===== src/rtl/sw_pkg.sv =====
// Shared constants for the stopwatch button-control slice.
// Holds the FSM state encodings (also driven out on state_o for LEDs)
// and the default timing parameters used by sw_btn_ctrl and its debouncer.
package sw_pkg;

  // Two-bit state encodings, kept as plain constants so they map 1:1 to state_o.
  localparam logic [1:0] ST_IDLE = 2'b00;
  localparam logic [1:0] ST_RUN  = 2'b01;
  localparam logic [1:0] ST_LAP  = 2'b10;
  localparam logic [1:0] ST_STOP = 2'b11;

  // Default timing, in tick_100 periods unless noted.
  localparam int SYNC_STAGES_DEF = 4;    // flops per button synchroniser
  localparam int DEB_TICKS_DEF   = 5;    // hysteresis reload
  localparam int LONG_TICKS_DEF  = 100;  // 1 s hold = long press
  localparam int HOLD_W_DEF      = 7;    // 2**HOLD_W > LONG_TICKS

endpackage


===== src/rtl/sw_btn_debounce.sv =====
// Purpose : synchronise one raw button, apply tick-based hysteresis, and
//           produce registered press/release strobes.
// Ports   : clk, rst (async, high), tick_100 (100 Hz strobe), btn_raw (async input)
//           -> btn_h (debounced level), press / release_evt (one-clk strobes).
// Latency : raw edge -> btn_h = SYNC_STAGES+1 clk; btn_h edge -> strobe = 1 clk.
module sw_btn_debounce
  import sw_pkg::*;
#(
  parameter int SYNC_STAGES = SYNC_STAGES_DEF,  // must be >= 2
  parameter int DEB_TICKS   = DEB_TICKS_DEF
) (
  input  logic clk,
  input  logic rst,
  input  logic tick_100,
  input  logic btn_raw,
  output logic btn_h,
  output logic press,
  output logic release_evt  // 'release' is a reserved word in SystemVerilog
);

  localparam int CNT_W = $clog2(DEB_TICKS + 1);

  logic [SYNC_STAGES-1:0] r_sync;
  logic [CNT_W-1:0]       r_cnt;
  logic                   r_btn_h_d;
  logic                   r_press;
  logic                   r_release;
  logic                   w_btn_s;
  logic                   w_btn_h;

  assign w_btn_s = r_sync[SYNC_STAGES-1];
  assign w_btn_h = (r_cnt != '0);

  always_ff @(posedge clk or posedge rst) begin
    if (rst) begin
      r_sync    <= '0;
      r_cnt     <= '0;
      r_btn_h_d <= 1'b0;
      r_press   <= 1'b0;
      r_release <= 1'b0;
    end else begin
      r_sync <= {r_sync[SYNC_STAGES-2:0], btn_raw};
      // Any high sample reloads the window, so a short glitch can only
      // stretch the held level, never split it into two presses.
      if (w_btn_s) begin
        r_cnt <= CNT_W'(DEB_TICKS);
      end else if (tick_100 && (r_cnt != '0)) begin
        r_cnt <= r_cnt - 1'b1;
      end
      r_btn_h_d <= w_btn_h;
      r_press   <= w_btn_h & ~r_btn_h_d;
      r_release <= ~w_btn_h & r_btn_h_d;
    end
  end

  assign btn_h       = w_btn_h;
  assign press       = r_press;
  assign release_evt = r_release;

endmodule


===== src/rtl/sw_btn_ctrl.sv =====
// Purpose : stopwatch mode control - debounces START/STOP and LAP, measures the
//           START hold time and runs the IDLE/RUN/LAP/STOP FSM.
// Ports   : clk, rst (async, high), tick_100, btn_ss, btn_lap
//           -> run, freeze (state-decoded), lap_pls, clear_pls (one-clk), state_o.
// Latency : btn_h -> state change = 2 clk; pulses appear with the new state.
module sw_btn_ctrl
  import sw_pkg::*;
#(
  parameter int SYNC_STAGES = SYNC_STAGES_DEF,
  parameter int DEB_TICKS   = DEB_TICKS_DEF,
  parameter int LONG_TICKS  = LONG_TICKS_DEF,
  parameter int HOLD_W      = HOLD_W_DEF
) (
  input  logic       clk,
  input  logic       rst,
  input  logic       tick_100,
  input  logic       btn_ss,
  input  logic       btn_lap,
  output logic       run,
  output logic       freeze,
  output logic       lap_pls,
  output logic       clear_pls,
  output logic [1:0] state_o
);

  logic              w_ss_h, w_ss_press, w_ss_rel;
  logic              w_lap_h, w_lap_press, w_lap_rel;
  logic              w_unused;
  logic [HOLD_W-1:0] r_hold;
  logic              r_long_seen;
  logic              w_long_pls;
  logic              w_ss_evt;
  logic [1:0]        r_state, w_state_nxt;
  logic              r_lap_pls, r_clear_pls;
  logic              w_lap_nxt, w_clear_nxt;

  sw_btn_debounce #(.SYNC_STAGES(SYNC_STAGES), .DEB_TICKS(DEB_TICKS)) u_deb_ss (
    .clk(clk), .rst(rst), .tick_100(tick_100), .btn_raw(btn_ss),
    .btn_h(w_ss_h), .press(w_ss_press), .release_evt(w_ss_rel)
  );

  sw_btn_debounce #(.SYNC_STAGES(SYNC_STAGES), .DEB_TICKS(DEB_TICKS)) u_deb_lap (
    .clk(clk), .rst(rst), .tick_100(tick_100), .btn_raw(btn_lap),
    .btn_h(w_lap_h), .press(w_lap_press), .release_evt(w_lap_rel)
  );

  // LAP only acts on its press edge.
  assign w_unused = &{1'b0, w_lap_h, w_lap_rel};

  // Long-press fires on the tick that carries the counter onto LONG_TICKS;
  // a coincident press restarts the count instead.
  assign w_long_pls = w_ss_h && tick_100 && !w_ss_press &&
                      (r_hold == HOLD_W'(LONG_TICKS - 1));

  // A short press acts on release; a release that ends a long press is swallowed.
  assign w_ss_evt = w_ss_rel & ~r_long_seen;

  always_ff @(posedge clk or posedge rst) begin
    if (rst) begin
      r_hold      <= '0;
      r_long_seen <= 1'b0;
    end else if (w_ss_press) begin
      r_hold      <= '0;
      r_long_seen <= 1'b0;
    end else begin
      if (w_ss_h && tick_100 && (r_hold != HOLD_W'(LONG_TICKS))) begin
        r_hold <= r_hold + 1'b1;
      end
      if (w_long_pls) begin
        r_long_seen <= 1'b1;
      end
    end
  end

  // Priority: long press > START/STOP event > LAP press.
  always_comb begin
    w_state_nxt = r_state;
    w_lap_nxt   = 1'b0;
    w_clear_nxt = 1'b0;
    if (w_long_pls) begin
      w_state_nxt = ST_IDLE;
      w_clear_nxt = 1'b1;
    end else if (w_ss_evt) begin
      case (r_state)
        ST_IDLE: w_state_nxt = ST_RUN;
        ST_RUN:  w_state_nxt = ST_STOP;
        ST_LAP:  w_state_nxt = ST_STOP;
        default: w_state_nxt = ST_RUN;
      endcase
    end else if (w_lap_press) begin
      case (r_state)
        ST_RUN: begin
          w_state_nxt = ST_LAP;
          w_lap_nxt   = 1'b1;
        end
        ST_LAP:  w_state_nxt = ST_RUN;
        ST_STOP: begin
          w_state_nxt = ST_IDLE;
          w_clear_nxt = 1'b1;
        end
        default: w_state_nxt = ST_IDLE;
      endcase
    end
  end

  always_ff @(posedge clk or posedge rst) begin
    if (rst) begin
      r_state     <= ST_IDLE;
      r_lap_pls   <= 1'b0;
      r_clear_pls <= 1'b0;
    end else begin
      r_state     <= w_state_nxt;
      r_lap_pls   <= w_lap_nxt;
      r_clear_pls <= w_clear_nxt;
    end
  end

  assign run       = (r_state == ST_RUN) || (r_state == ST_LAP);
  assign freeze    = (r_state == ST_LAP);
  assign lap_pls   = r_lap_pls;
  assign clear_pls = r_clear_pls;
  assign state_o   = r_state;

endmodule


===== config.mk =====
export PLATFORM = sky130hd
export DESIGN_NAME = sw_btn_ctrl
export DESIGN_NICKNAME = d
export VERILOG_FILES = /design/src/rtl/sw_pkg.sv /design/src/rtl/sw_btn_debounce.sv /design/src/rtl/sw_btn_ctrl.sv
export SDC_FILE = /design/constraint.sdc
export NUM_CORES = 1
export LEC_CHECK = 0
export CAP_MARGIN = 5
export CORE_ASPECT_RATIO = 1.25
export CORE_MARGIN = 2
export CORE_UTILIZATION = 50
export DETAILED_ROUTE_END_ITERATION = 8
export PLACE_DENSITY = 0.79
export SLEW_MARGIN = 20
export SYNTH_ARGS = -nofsm -noshare
export SYNTH_HDL_FRONTEND = slang
export SYNTH_SLANG_ARGS = --single-unit

===== constraint.sdc =====
create_clock -name clk -period 1.9 [get_ports clk]
set_clock_uncertainty 0.05 [all_clocks]
set_input_delay 0.38 -clock clk [delete_from_list [all_inputs] [get_ports clk]]
set_output_delay 0.38 -clock clk [all_outputs]
set_load 0.005 [all_outputs]

==> metrics.md, run 1 <==
| Metric | Value |
|---|---|
| Status | finished, final reports clean |
| RSZ-0062 raised after global routing | false |
| Cells on worst reg2reg path | 6 |
| Clock slew at the register clock pins of the worst setup and hold paths | 0.10 ns |
| Setup violators final | 0 |
| Layout Cell Area excl Fill | 1620 um^2 |
| Clock net sink count | 31 |
| Maxcap violations | 0 |
| Die X | 50.6 um |
| Starting Density | 51.6% |
| Synth Net Count | 134 |
| Worst skew pair latency | 0.33 ns |
| Commonest non-fill, non-tap cells in the layout | 31 x dfrtp_1, 13 x inv_1, 8 x ha_1, 8 x clkdlybuf4s50_1, 7 x a21oi_1 |
| Worst r2r src | u_deb_ss.r_cnt[1]$_DFFE_PP0P_ |
| Area contributors post-synth | dfrtp_1 57%, ha_1 8.3%, inv_1 3.6% |
| Final setup margin | 0.116 ns |
| GR Overflow Total | 0 |
| Post-DP HPWL | 1480 um |
| Global-route wire length before repair | 3880 um |
| Library cells used by synthesis | 35 |
| Final worst path period need | 1.78 ns |
| Final period util | 93.9% |
| Detail Route Antenna Nets | 0 |
| Cell Area, Synth | 1360 um^2 |
| Final nets | 154 |
| CTS tree | yes |
| Pin count of the biggest net entering global routing | 21 |
| Yosys top cell area share | 57.2% |
| Yosys top cell by area | dfrtp_1 |
| Pre-CTS WS | 0.161 ns |
| Avg Cell Area, Syn | 11.3 um^2 |
| Placed cell areas | 1510 um^2 |
| Leakage | 0.757 nW |
| Yosys reg bits | 31 |
| WP data required | 1.47 ns |
| Die area | 3150 um^2 |
| HP Class | in2async |
| Crit Path Category | reg2out |
| Setup tns final | 0 ns |
| Initial antenna violation count | 0 |
| Peak Freq | 560 MHz |
| Layout area overhead | 19.3% |
| Antenna Cells | 0 |
| Worst Tran Pin Value | 0.485 ns |
| Ports | 11 |
| Initial DRC Count | 18 |
| Fin util | 61.6% |
| Vias | 903 |
| Pwr dens | 1170 nW/um^2 |
| Die height | 62.2 um |
| DR WL/cell | 11.8 um |
| WHS | 0.300 ns |
| Vias in the first global route | 915 |
| Commonest non-fill, non-tap cell in the layout | dfrtp_1 |
| WP data arrival | 1.35 ns |
| Worst Path Max Fanout | 2 |
| Syn. warnings | 0 |
| Pins Over Slew Limit | 0 |
| Clock tree buffer depth | 2 |
| CTS H-tree lvls | 2 |
| GRT Total Usage | 16.4% |
| Worst Setup EP | run |
| Slew HR | 67.6% |
| Crit path launch | state_o[0]$_DFFE_PP0P_ |
| Root Driver | clkbuf_4 |
| Core area | 2630 um^2 |
| IO buf count | 10 |
| CP endpoint kind | output pin |
| Site Rows | 21 |
| Residual DRC | 0 |
| DR vias/cell | 5.16 |
| FF-to-FF setup slack | 0.33 ns |
| Sequential share of the synthesized area | 57.2% |
| Detailed Routing Iterations Pass 1 | 4 |
| Total length of routed wires | 2070 um |
| Final hold vios | 0 |
| Fraction of layout cells with a size suffix above 1 | 14.2% |
| Synth Instances | 120 |
| R2r endpoint | r_hold[4]$_DFFE_PP0P_ |
| GP Congestion | 0.769 |
| Startpoint Class | register |
| CTS Buf Count | 5 |
| Worst vdd ir | 704 uV |
==> where the power goes <==
group / switching [mW] / internal (mW)
clock: 0.229 / 0.277
combinational: 0.256 / 0.292
sequential: 0.0829 / 0.762
==> state kept, by name, indices dropped and copies added (netlist names) <==
name	flops
u_deb_ss.r_sync	4
r_hold	7
u_deb_ss.press	1
u_deb_lap.press	1
u_deb_ss.r_btn_h_d	1
u_deb_ss.release_evt	1
u_deb_ss.r_cnt	3
clear_pls	1
u_deb_lap.r_btn_h_d	1
lap_pls	1
r_long_seen	1
u_deb_lap.r_cnt	3
state_o	2
u_deb_lap.r_sync	4
==> critical path, stage by stage, from the launching register on <==
cell	delay, ns
dfrtp_1	0.37
inv_1	0.05
ha_2	0.32
inv_1	0.03
dlygate4sd2_1	0.25
==> layer usage <==
metal	up-vias	global-route usage, %	part of all wire, %
li1	448	-	-
met1	435	19.4	44
met2	16	26.6	51
met3	4	7.21	3.8
met4	0	5.07	1.3
met5	-	0	0
==> logic make-up (layout without fill, tap and decap cells) <==
| group | count (synthesis) | in the layout | synth area share [%] |
|---|---|---|---|
| simple gates | 36 | 36 | 15.3 |
| flops | 31 | 31 | 57.2 |
| compound gates | 23 | 23 | 10.7 |
| buf+inv | 16 | 37 | 5.07 |
| fa+ha+maj | 9 | 9 | 8.30 |
| xor+xnor | 3 | 3 | 1.94 |
| mux | 2 | 2 | 1.48 |
==> through the flow <==
| stage | cells | power, mW |
|---|---|---|
| floorplan | 120 | 1.16 |
| global placement | 164 | 1.32 |
| detailed placement | 164 | 1.36 |
| CTS | 175 | 1.91 |
| global route | 175 | 2.04 |
| finish | 175 | 1.90 |
==> synthesized netlist by cell type <==
library cell,instances
and3_1,2
buf_2,1
a31o_1,1
dfrtp_1,31
a21oi_1,7
or2_2,1
a311oi_1,1
clkbuf_1,1
and2_1,2
nor3_1,3
or3_1,3
mux2i_1,2
nand2b_1,3
nand2b_2,1
xnor2_1,2
or2_1,1
a211o_1,1
o211ai_2,1
nor4_2,1
nor2b_1,2
a211oi_1,1
nand2_1,6
xor2_1,1
inv_1,13
a31oi_1,3
buf_6,1
nor2_1,6
nand3_1,2
a21o_1,1
ha_1,9
nand4_1,2
o21bai_1,1
o21ai_1,2
nand4bb_2,1
o21ai_0,4
==> repair_timing <==
action                     4_1_cts  5_1_grt
hold buffers                     0        0
setup endpoints to repair        2        0
hold endpoints to repair         0        0
resized for setup                3        0
buffers inserted                 3        0
==> worst min-delay path by stage <==
| stage | startpoint | end | slack [ns] | cells past startpoint |
|---|---|---|---|---|
| after global placement | u_deb_lap.r_sync[2]$_DFF_PP0_ | u_deb_lap.r_sync[3]$_DFF_PP0_ | 0.29 | 0 |
| after CTS | rst | u_deb_lap.r_sync[0]$_DFF_PP0_ | 0.30 | 2 |
| final | rst | u_deb_lap.r_sync[0]$_DFF_PP0_ | 0.30 | 2 |
| after detailed placement | u_deb_lap.r_sync[2]$_DFF_PP0_ | u_deb_lap.r_sync[3]$_DFF_PP0_ | 0.29 | 0 |
| after global routing | u_deb_ss.r_sync[1]$_DFF_PP0_ | u_deb_ss.r_sync[2]$_DFF_PP0_ | 0.31 | 0 |
| after floorplan | u_deb_lap.r_sync[0]$_DFF_PP0_ | u_deb_lap.r_sync[1]$_DFF_PP0_ | 0.28 | 0 |
==> final cells by class <==
| class | count | area [um^2] |
|---|---|---|
| tap | 34 | 42.5 |
| fill | 226 | 1010 |
| timing repair buffer | 16 | 155 |
| inverter | 13 | 48.8 |
| clock buffer | 5 | 37.5 |
| multi-input combinational | 73 | 514 |
| clock inverter | 3 | 43.8 |
| sequential | 31 | 776 |
No activity file was read; power rests on OpenSTA's default activity.
==> run 2: changes to the inputs <==
Settings changed: CAP_MARGIN 5 to 25.
==> results of run 2 <==
Same layout as run 1: the final DEF is identical, and so are final timing and power.
==> run 3: changes to the inputs <==
Settings changed: CORE_UTILIZATION 50 to 35, PLACE_DENSITY 0.79 to 0.62, SLEW_MARGIN 20 to not set.
==> run 3 against run 2 <==
  * Clock-buffer cell count up 1
  * Sequential share of layout area is 1.3 points lower
  * Critical path depth down 1
  * Final cell count rose by 3.4%
  * Die area increased by 40%
  * Global-route usage is 5.2 points lower
  * Core utilization down 17 points
  * Register-to-register slack is essentially flat
==> metrics.md, run 3 (same netlist as run 1, synthesis figures left out) <==
| Metric | Value |
|---|---|
| CTS H-tree lvls | 2 |
| Delay of the slowest critical-path stage | 0.50 ns |
| Clock share of power | 35.6% |
| Final period util | 95.7% |
| Worst skew pair latency | 0.28 ns |
| Hold buffer count at cts | 0 |
| Crit path launch | state_o[0]$_DFFE_PP0P_ |
| Worst Tran Pin Value | 0.318 ns |
| Sequential power share | 40.2% |
| Die area | 4390 um^2 |
| Met2 Use GR | 17.3% |
| GR met3 Demand/Resource | 3.70% |
| IO buf count | 10 |
| Peak Freq | 550 MHz |
| Worst r2r src | u_deb_ss.r_cnt[0]$_DFFE_PP0P_ |
| Comb pwr share | 24.2% |
| Final non-filler cell total | 181 |
| FF-to-FF setup slack | 0.34 ns |
| Detailed Routing Iterations Pass 1 | 4 |
| Ports | 11 |
| Post-DP HPWL | 1520 um |
| Pwr dens | 1270 nW/um^2 |
| Starting Density | 36.1% |
| Setup violators final | 0 |
| Die height | 73.6 um |
| Worst vdd ir | 527 uV |
| Status | finished, final reports clean |
| Maxcap violations | 0 |
| Pins Over Slew Limit | 0 |
| Initial DRC Count | 26 |
| Startpoint Class | register |
| Total length of routed wires | 2080 um |
| Die X | 59.7 um |
| DR WL/cell | 11.5 um |
| WHS | 0.304 ns |
| Fin util | 44.3% |
| Final worst path period need | 1.82 ns |
| Vias in the first global route | 840 |
| Crit Path Category | reg2out |
| Critical-path top delay cell | clkdlybuf4s50_1 |
| CP Cell Sequence | inv_1, ha_1, clkdlybuf4s50_1 |
| Root Driver | clkbuf_8 |
| CP endpoint kind | output pin |
| Core area | 3750 um^2 |
| Kind of cell adding the most delay to the critical path | buffers and inverters |
| CTS Buf Count | 5 |
| Int Power | 1.56 mW |
| HP Class | reg2reg |
| Worst Path Max Fanout | 2 |
| RSZ-0062 raised after global routing | false |
| Clock net sink count | 31 |
| Initial antenna violation count | 0 |
| Fraction of layout cells with a size suffix above 1 | 12.8% |
| Grt peak-use layer | met2 |
| Clock slew at the register clock pins of the worst setup and hold paths | 0.07 ns |
| Pin count of the biggest net entering global routing | 18 |
| Slew HR | 78.8% |
| WP data arrival | 1.39 ns |
| Met1 GRT Util | 12.8% |
| Layout Cell Area excl Fill | 1660 um^2 |
| DR vias/cell | 5.06 |
| Leakage | 0.771 nW |
| Clock tree buffer depth | 2 |
| Commonest non-fill, non-tap cell in the layout | dfrtp_1 |
| Number of flip-flops in the largest register | 7 |
| Buf/Inv on CP | 2 |
| Antenna Cells | 0 |
| GP Congestion | 0.791 |
| Residual DRC | 0 |
| Site Rows | 25 |
| Commonest non-fill, non-tap cells in the layout | 31 x dfrtp_1, 13 x inv_1, 9 x ha_1, 9 x clkdlybuf4s50_1, 7 x a21oi_1 |
| Final setup margin | 0.0818 ns |
| Setup tns final | 0 ns |
| Switching share of power | 26.3% |
| Detail Route Antenna Nets | 0 |
| Pre-CTS WS | 0.158 ns |
| Sw Pwr | 0.554 mW |
| GR Overflow Total | 0 |
| WP data required | 1.47 ns |
| Post-layout power | 2.11 mW |
| Global-route wire length before repair | 3530 um |
| Placed cell areas | 1520 um^2 |
| Final hold vios | 0 |
| Largest regs | r_hold: 7 flops, u_deb_lap.r_sync: 4 flops, u_deb_ss.r_sync: 4 flops |
| Min-delay src | u_deb_lap.r_sync[2]$_DFF_PP0_ |
| Top reg by flops | r_hold |
| CTS tree | yes |
| Final nets | 154 |
| Layout area overhead | 22.6% |
| Placed insts | 171 |
| GRT Total Usage | 11.2% |
| Vias | 915 |
## run 3: cell type report
cell class | count | area, um^2
inverters | 13 | 48.8
well taps | 40 | 50.0
clock buffers | 6 | 72.6
flip-flops and latches | 31 | 776
multi-input cells | 73 | 512
clock inverters | 2 | 60.1
fillers | 359 | 2090
repair buffers | 16 | 144
## run 3: power by group through the flow
stage	Clock [mW]	Sequential, mW	Combinational, mW
4_1_cts	0.773	0.846	0.520
3_5_place_dp	0	0.874	0.486
5_1_grt	0.802	0.860	0.589
2_1_floorplan	0	0.850	0.307
3_3_place_gp	0	0.866	0.462
6_report	0.752	0.848	0.510
## run 3: final timing paths
| path | endpoint | cells past startpoint |
|---|---|---|
| min in group asynchronous | u_deb_ss.r_sync[0]$_DFF_PP0_ | 3 |
| worst min register to register | u_deb_lap.r_sync[3]$_DFF_PP0_ | 0 |
| worst max-delay path | freeze | 3 |
| worst min-delay path | u_deb_lap.r_sync[3]$_DFF_PP0_ | 0 |
| max in group asynchronous | lap_pls$_DFF_PP0_ | 3 |
| worst max register to register | r_hold[4]$_DFFE_PP0P_ | 6 |
## run 3: what timing repair did
action / in CTS / in global routing
endpoints found under the hold margin: 0 / 0
setup buffers: 2 / 0
endpoints found under the setup margin: 2 / 0
resized for setup: 1 / 0
## run 3: worst reg2reg max path, stage by stage (launching register included)
cell,delay (ns)
dfrtp_1,0.32
inv_1,0.07
ha_1,0.21
nand2b_2,0.19
nand3_1,0.16
or3_1,0.36
a21oi_1,0.14
## run 3: routing by layer
layer / vias to the layer above / wire length, um
met5: - / 0
met4: 0 / 68
met3: 7 / 76
met2: 22 / 999
met1: 443 / 934
li1: 443 / -
